[src/rtl/gpio_mult_sched.sv]
// -----------------------------------------------------------------------------
// gpio_mult_sched
//
// Round-robin scheduler that shares one iterative 24x24 shift-add multiplier
// and a popcount unit between two requesters. One requester is granted at a
// time. The scheduler latches that requester's operands and runs 24 multiply
// steps, then one popcount step, then signals completion.
//
// Ports:
//   clk       in   1      system clock, all state on rising edge
//   n_reset   in   1      asynchronous active-low reset
//   req       in   2      request per requester (bit 0 = requester 0)
//   a0, b0    in   24     operands of requester 0
//   a1, b1    in   24     operands of requester 1
//   ack       out  2      one-cycle grant pulse; operands captured
//   done      out  2      one-cycle completion pulse to the granted requester
//   result    out  32     product bits [31:0], held until next completion
//   valid     out  1      1 when product bits [47:32] are all zero
//   ones      out  6      popcount of result (0..32)
//   busy      out  1      high in every state except IDLE
//   op_count  out  CNT_W  completed operations, wraps
// -----------------------------------------------------------------------------
`timescale 1ns/1ps

module gpio_mult_sched #(
    parameter int CNT_W = 16
) (
    input  logic             clk,
    input  logic             n_reset,
    input  logic [1:0]       req,
    input  logic [23:0]      a0,
    input  logic [23:0]      b0,
    input  logic [23:0]      a1,
    input  logic [23:0]      b1,
    output logic [1:0]       ack,
    output logic [1:0]       done,
    output logic [31:0]      result,
    output logic             valid,
    output logic [5:0]       ones,
    output logic             busy,
    output logic [CNT_W-1:0] op_count
);

    typedef enum logic [1:0] {
        IDLE  = 2'd0,
        MULT  = 2'd1,
        COUNT = 2'd2,
        DONE  = 2'd3
    } state_t;

    state_t      state_r;
    logic [23:0] a_r;
    logic [23:0] b_r;
    logic [47:0] acc_r;
    logic [4:0]  bit_idx_r;
    // Requester granted most recently; it also identifies the requester that
    // owns the operation in flight, so done is routed from it.
    logic        last_g_r;

    logic        winner_s;
    logic [47:0] addend_s;

    // Count the set bits of a 32-bit word.
    function automatic logic [5:0] popcount32(input logic [31:0] v);
        logic [5:0] cnt;
        cnt = 6'd0;
        for (int i = 0; i < 32; i++) begin
            cnt = cnt + {5'd0, v[i]};
        end
        return cnt;
    endfunction

    // Arbitration: a lone request wins outright; on a tie the requester that
    // was not granted last time wins.
    always_comb begin
        winner_s = 1'b0;
        if (req == 2'b11) begin
            winner_s = ~last_g_r;
        end else if (req[1]) begin
            winner_s = 1'b1;
        end else begin
            winner_s = 1'b0;
        end
    end

    // Partial product for the current multiplier bit.
    always_comb begin
        addend_s = 48'd0;
        if (b_r[bit_idx_r]) begin
            addend_s = {24'd0, a_r} << bit_idx_r;
        end else begin
            addend_s = 48'd0;
        end
    end

    // Scheduler FSM, datapath and registered outputs.
    always_ff @(posedge clk or negedge n_reset) begin
        if (!n_reset) begin
            state_r   <= IDLE;
            a_r       <= 24'd0;
            b_r       <= 24'd0;
            acc_r     <= 48'd0;
            bit_idx_r <= 5'd0;
            last_g_r  <= 1'b1;
            ack       <= 2'b00;
            done      <= 2'b00;
            result    <= 32'd0;
            valid     <= 1'b1;
            ones      <= 6'd0;
            busy      <= 1'b0;
            op_count  <= '0;
        end else begin
            // ack and done are single-cycle pulses unless re-asserted below.
            ack  <= 2'b00;
            done <= 2'b00;
            case (state_r)
                IDLE: begin
                    if (req != 2'b00) begin
                        a_r       <= winner_s ? a1 : a0;
                        b_r       <= winner_s ? b1 : b0;
                        acc_r     <= 48'd0;
                        bit_idx_r <= 5'd0;
                        ack       <= winner_s ? 2'b10 : 2'b01;
                        last_g_r  <= winner_s;
                        busy      <= 1'b1;
                        state_r   <= MULT;
                    end else begin
                        busy    <= 1'b0;
                        state_r <= IDLE;
                    end
                end
                MULT: begin
                    acc_r <= acc_r + addend_s;
                    if (bit_idx_r == 5'd23) begin
                        state_r <= COUNT;
                    end else begin
                        bit_idx_r <= bit_idx_r + 5'd1;
                        state_r   <= MULT;
                    end
                end
                COUNT: begin
                    result  <= acc_r[31:0];
                    valid   <= (acc_r[47:32] == 16'd0);
                    ones    <= popcount32(acc_r[31:0]);
                    state_r <= DONE;
                end
                DONE: begin
                    done     <= last_g_r ? 2'b10 : 2'b01;
                    op_count <= op_count + CNT_W'(1);
                    busy     <= 1'b0;
                    state_r  <= IDLE;
                end
                default: begin
                    busy    <= 1'b0;
                    state_r <= IDLE;
                end
            endcase
        end
    end

endmodule

[config.mk]
export PLATFORM = sky130hd
export DESIGN_NAME = gpio_mult_sched
export DESIGN_NICKNAME = d
export VERILOG_FILES = /design/src/rtl/gpio_mult_sched.sv
export SDC_FILE = /design/constraint.sdc
export NUM_CORES = 1
export LEC_CHECK = 0
export ABC_AREA = 1
export CORE_MARGIN = 3
export CORE_UTILIZATION = 30
export DETAILED_ROUTE_END_ITERATION = 16
export SYNTH_ARGS = -nofsm -noshare
export SYNTH_HDL_FRONTEND = slang
export SYNTH_SLANG_ARGS = --single-unit
[constraint.sdc]
create_clock -name clk -period 8.5 [get_ports clk]
set_clock_uncertainty 0.2 [all_clocks]
set_input_delay 1.7 -clock clk [delete_from_list [all_inputs] [get_ports clk]]
set_output_delay 1.7 -clock clk [all_outputs]
set_load 0.01 [all_outputs]
**Word-level counts from Yosys, hierarchy flattened**

Index checks and enable logic that the tools add are counted.

- Register bits after elaboration: 164
- Input port bits: 100
- Output and inout bits: 60
- Word-level logic and storage cells: 87

- $add $sub $neg: 34
- Magnitude comparators: 1
- Equality and inequality tests: 7
- Shifts and indexed selects: 1
- Muxes and demuxes: 22
- Bitwise logic cells: 1
- Reduce and logical (&&, ||, !) cells: 8

Operators with widths:

| operator | number |
|---|---|
| adder 6 x 1 -> 6 bit | 26 |
| two-way mux 48 bit | 2 |
| case mux 48 bit (2 select lines) | 1 |
| adder 48 bit | 1 |
| two-way mux 24 bit | 2 |
| left shift 24 x 5 -> 48 bit | 1 |
| adder 16 x 1 -> 16 bit, second input constant | 1 |
| zero test 16 bit | 1 |
| two-way mux 2 bit | 6 |
| two-way mux 5 bit | 2 |
| case mux 5 bit (2 select lines) | 1 |
| case mux 2 bit (4 select lines) | 1 |
| adder 5 x 1 -> 6 bit | 1 |
| equality test 2 bit, second input constant | 3 |
| less-than comparator 5 x 6 -> 1 bit, second input constant | 1 |
| nonzero test 2 bit | 3 |
| adder 4 x 1 -> 5 bit | 1 |
| adder 5 x 1 -> 5 bit, second input constant | 1 |
| binary-select mux 1 bit (select 5 bit) | 1 |
| equality test 5 bit, second input constant | 1 |
| two-way mux 1 bit | 5 |
| adder 3 x 1 -> 4 bit | 1 |
| != test 2 bit, second input constant | 2 |
| AND reduction 2 bit | 2 |
| 7 further kinds | 7 |

**Depth between registers and ports, before layout**

- Word-level depth: 31
- Mapped depth: 27
- Mapped depth without buffers: 26

**Least setup slack after synthesis**

OpenSTA, ideal clock, no wires.

- Path kind: register -> register
- Start: register acc_r[1]
- End: register ones[4]
- Setup time: 0.065 ns
- Arrival time: 4.559 ns
- Data required time: 8.235 ns
- Setup slack: 3.676 ns
- Cell stages (with the launch flop): 19
- Buffers on the path: 0
- Cells stage by stage: dfrtp_1 inv_1 fa_1 inv_1 fa_1 fa_1 fa_1 fa_1 inv_1 fa_1 inv_1 ha_1 fa_1 nand2_1 nand2_1 a21oi_1 xnor2_1 nand2_1 nand2_1

- Word-level cells in the longest chain between the ends: 31

Ends and longest elaborated chain:

| element | RTL line | source |
|---|---|---|
| start: declaration | 54 | `logic [47:0] acc_r;` |
| start signal: assignment | 133 | `acc_r <= acc_r + addend_s;` |
| adder 1 x 1 -> 2 bit | 68 | `cnt = cnt + {5'd0, v[i]};` |
| adder 2 x 1 -> 3 bit | 68 |  |
| adder 3 x 1 -> 4 bit | 68 |  |
| adder 4 x 1 -> 5 bit | 68 |  |
| adder 5 x 1 -> 6 bit | 68 |  |
| adder 6 x 1 -> 6 bit (26 in series) | 68 |  |
| end signal: assignment | 144 | `ones <= popcount32(acc_r[31:0]);` |
| end: declaration | 39 | `output logic [5:0] ones,` |

Every way passes these cells.
A chain may end at the register's enable or synchronous reset.

**Worst setup path after layout**

Ends and elaborated chain as after synthesis.

==> metrics.md <==
| Metric | Value |
|---|---|
| HP Class | `reg -> reg` |
| Synth area leaders | `dfrtp_1 31%, nand2_1 23%, inv_1 8.4%` |
| Sum Neg Setup Slack | `0 ns` |
| Area added between synthesis and finish | `20.0%` |
| Layout cells sized above 1 | `2.89%` |
| Power density of the placed cells | `333 nW/um2` |
| Final antenna diode count | `0` |
| Pin count of the biggest net entering global routing | `64` |
| Vias in the first global route | `13100` |
| CTS Sinks | `164` |
| Global-route wire length before repair | `71.3 mm` |
| ANT nets after route | `0` |
| Starting DRT DRC Count | `912` |
| Tightest Pin Transition | `1.17 ns` |
| Setup repair after global routing missed its margin | `no` |
| Clk slew on worst S/H paths | `0.07 ns` |
| H-tree depth | `4` |
| Post-Syn Nets | `2270` |
| # port buffers | `159` |
| Crit start category | `register` |
| Synth warn | `0` |
| Reg power frac | `21.3%` |
| Layout net count | `2390` |
| Overall routing resource usage | `19.2%` |
| Worst Path Max Fanout | `3` |
| IO Pins | `160` |
| DRC viols | `0` |
| Hold violation total from the final report | `0` |
| Fin crit share | `59.9%` |
| Synth area leader | `dfrtp_1` |
| Clock buffer depth | `2` |
| Area share of the largest cell type after synthesis | `30.6%` |
| Clock share of power | `15.2%` |
| Die Y | `216 um` |
| Synth Area per Inst | `6.36 um2` |
| Post-Syn Instances | `2085` |
| Total detailed-routing wirelength | `44.5 mm` |
| Placement Setup Slack | `3.45 ns` |
| P_sw | `2.78 mW` |
| Vias | `13300` |
| CTS root buf | `clkbuf_16` |
| Worst setup EP type | `register` |
| Most common cell after layout, fill and taps aside | `nand2_1` |
| Num rows | `76` |
| CTS tree | `done` |
| Wire per inst | `15.9 um` |
| Max Slew Vio Count | `0` |
| Fin worst setup slack | `3.41 ns` |
| FF+latch count, synth | `164` |
| Worst path required time | `8.69 ns` |
| Relative slew slack | `22.2%` |
| Leakage power total | `8.44 nW` |
| Core area | `43400 um2` |
| Achievable clock frequency | `0.196 GHz` |
| Most frequent cells in the layout | `812 x nand2_1, 297 x inv_1, 170 x nor2_1` |
| Grt ovf | `0` |
| Final setup viols | `0` |
| Fin crit period | `5.09 ns` |
| Worst-Skew Late Latency | `0.47 ns` |
| Final HPWL DP | `36.1 mm` |
| Die ar. | `46700 um2` |
| Int Pwr | `2.51 mW` |
| Post-cts sizing count | `0` |
| TritonCTS buffer count | `17` |
| Outcome | `finished clean` |
| CP Class | `reg -> reg` |
| DR pass1 iterations | `5` |
| Initial Util | `30.6%` |
| Synth unique cells | `49` |
| Post-cts hold buffer count | `0` |
| Mapped Area | `13300 um2` |
| Number of vias per cell | `4.76` |
| Arrival time worst endpoint | `5.28 ns` |
| Final Wtd Congestion | `0.966` |
| Maximum capacitance violations | `0` |
| Sequential share of the synthesized area | `31.0%` |
| Switching share of power | `52.6%` |
| Logic pwr share | `63.5%` |
| Initial antenna violation count | `0` |
| Die width | `216 um` |
| Postcts setup bufs | `0` |
| Maximum vdd drop | `0.307 mV` |
[metal layers]
layer	GRT usage (%)	share of wire [%]
met4	5.93	2.6
met3	2.82	5.0
met2	30.1	44
met1	27.3	49
met5	0	0
[worst paths after layout]
kind / start / endpoint / slack (ns) / cells past startpoint
max in group asynchronous: n_reset / acc_r[38] / 5.93 / 2
setup / recovery: acc_r[1] / ones[4] / 3.41 / 18
hold reg to reg: result[18] / result[18] / 0.27 / 2
setup reg to reg: acc_r[1] / ones[4] / 3.41 / 18
hold / removal: result[18] / result[18] / 0.27 / 2
min in group asynchronous: n_reset / ones[5] / 0.94 / 1
[Yosys cell counts, drive strengths merged]
| master | number |
|---|---|
| xnor2 | 7 |
| o21a | 2 |
| fa | 25 |
| nand3b | 10 |
| nor3b | 1 |
| buf | 36 |
| a21boi | 3 |
| o2111ai | 1 |
| nand3 | 150 |
| o31ai | 6 |
| o221ai | 3 |
| a21oi | 57 |
| and2 | 6 |
| o21bai | 4 |
| mux2i | 2 |
| ha | 60 |
| o32ai | 1 |
| a31oi | 1 |
| dfrtp | 162 |
| and3 | 2 |
| nor3 | 15 |
| xor2 | 10 |
| nand4 | 10 |
| clkinv | 2 |
| o22ai | 20 |
| o211ai | 6 |
| nand2 | 816 |
| dfstp | 2 |
| o21ai | 139 |
| nor4 | 8 |
| nor2 | 173 |
| inv | 301 |
| a21o | 3 |
| clkbuf | 32 |
| a32o | 3 |
| or2 | 6 |
[metrics by stage]
stage | hold slack, ns | cell area (um2) | utilization [%] | power, mW | cells
after floorplan | 0.260 | 13300 | - | 3.50 | 2085
after CTS | 0.275 | 15900 | 36.7 | 5.32 | 2803
final | 0.271 | 15900 | 36.7 | 5.30 | 2803
after global routing | 0.284 | 15900 | 36.7 | 5.85 | 2803
after detailed placement | 0.259 | 15300 | 35.3 | 4.41 | 2771
after global placement | 0.255 | 15300 | 35.3 | 4.35 | 2771
[layout make-up]
type                       count  area [um2]
multi-input combinational   1550        7670
clock inverter                14         163
timing repair buffer         169        1670
sequential                   164        4110
clock buffer                  18         429
fill                        4789       27500
inverter                     303        1140
tap                          585         732
[power groups by stage]
stage | Combinational, mW | Clock (mW) | Sequential, mW
4_1_cts | 3.36 | 0.823 | 1.13
6_report | 3.36 | 0.804 | 1.13
2_1_floorplan | 2.40 | 0 | 1.10
3_3_place_gp | 3.21 | 0 | 1.14
5_1_grt | 3.84 | 0.856 | 1.16
3_5_place_dp | 3.26 | 0 | 1.15
[cells by family after synthesis]
group / count (synthesis) / share of synthesized area [%]
AOI/OAI and AO/OA: 249 / 10.5
xor gates and xnor gates: 17 / 1.12
adders and majority gates: 85 / 9.44
buffers and inverters: 371 / 11.2
DFF: 164 / 31.0
muxes: 2 / 0.151
and+or+nand+nor: 1197 / 36.5
[critical path: stages, from the launching register on]
cell and delay [ns]:
dfrtp_1 0.40, inv_1 0.10, fa_1 0.52, inv_1 0.06
fa_1 0.53, fa_1 0.45, fa_1 0.49, fa_1 0.52
inv_1 0.06, fa_1 0.51, inv_1 0.05, ha_1 0.20
fa_1 0.38, nand2_1 0.09, nand2_1 0.05, a21oi_1 0.14
xnor2_1 0.13, nand2_1 0.06, nand2_1 0.06
[registers in the layout, summed over array words and instances, names as in the netlist, named ones only]
name	count
last_g_r	1
valid	1
a_r	24
state_r	1
b_r	24
ack	2
done	2
result	32
op_count	16
bit_idx_r	5
ones	6
acc_r	48
busy	1
No activity file was read; power rests on OpenSTA's default activity.
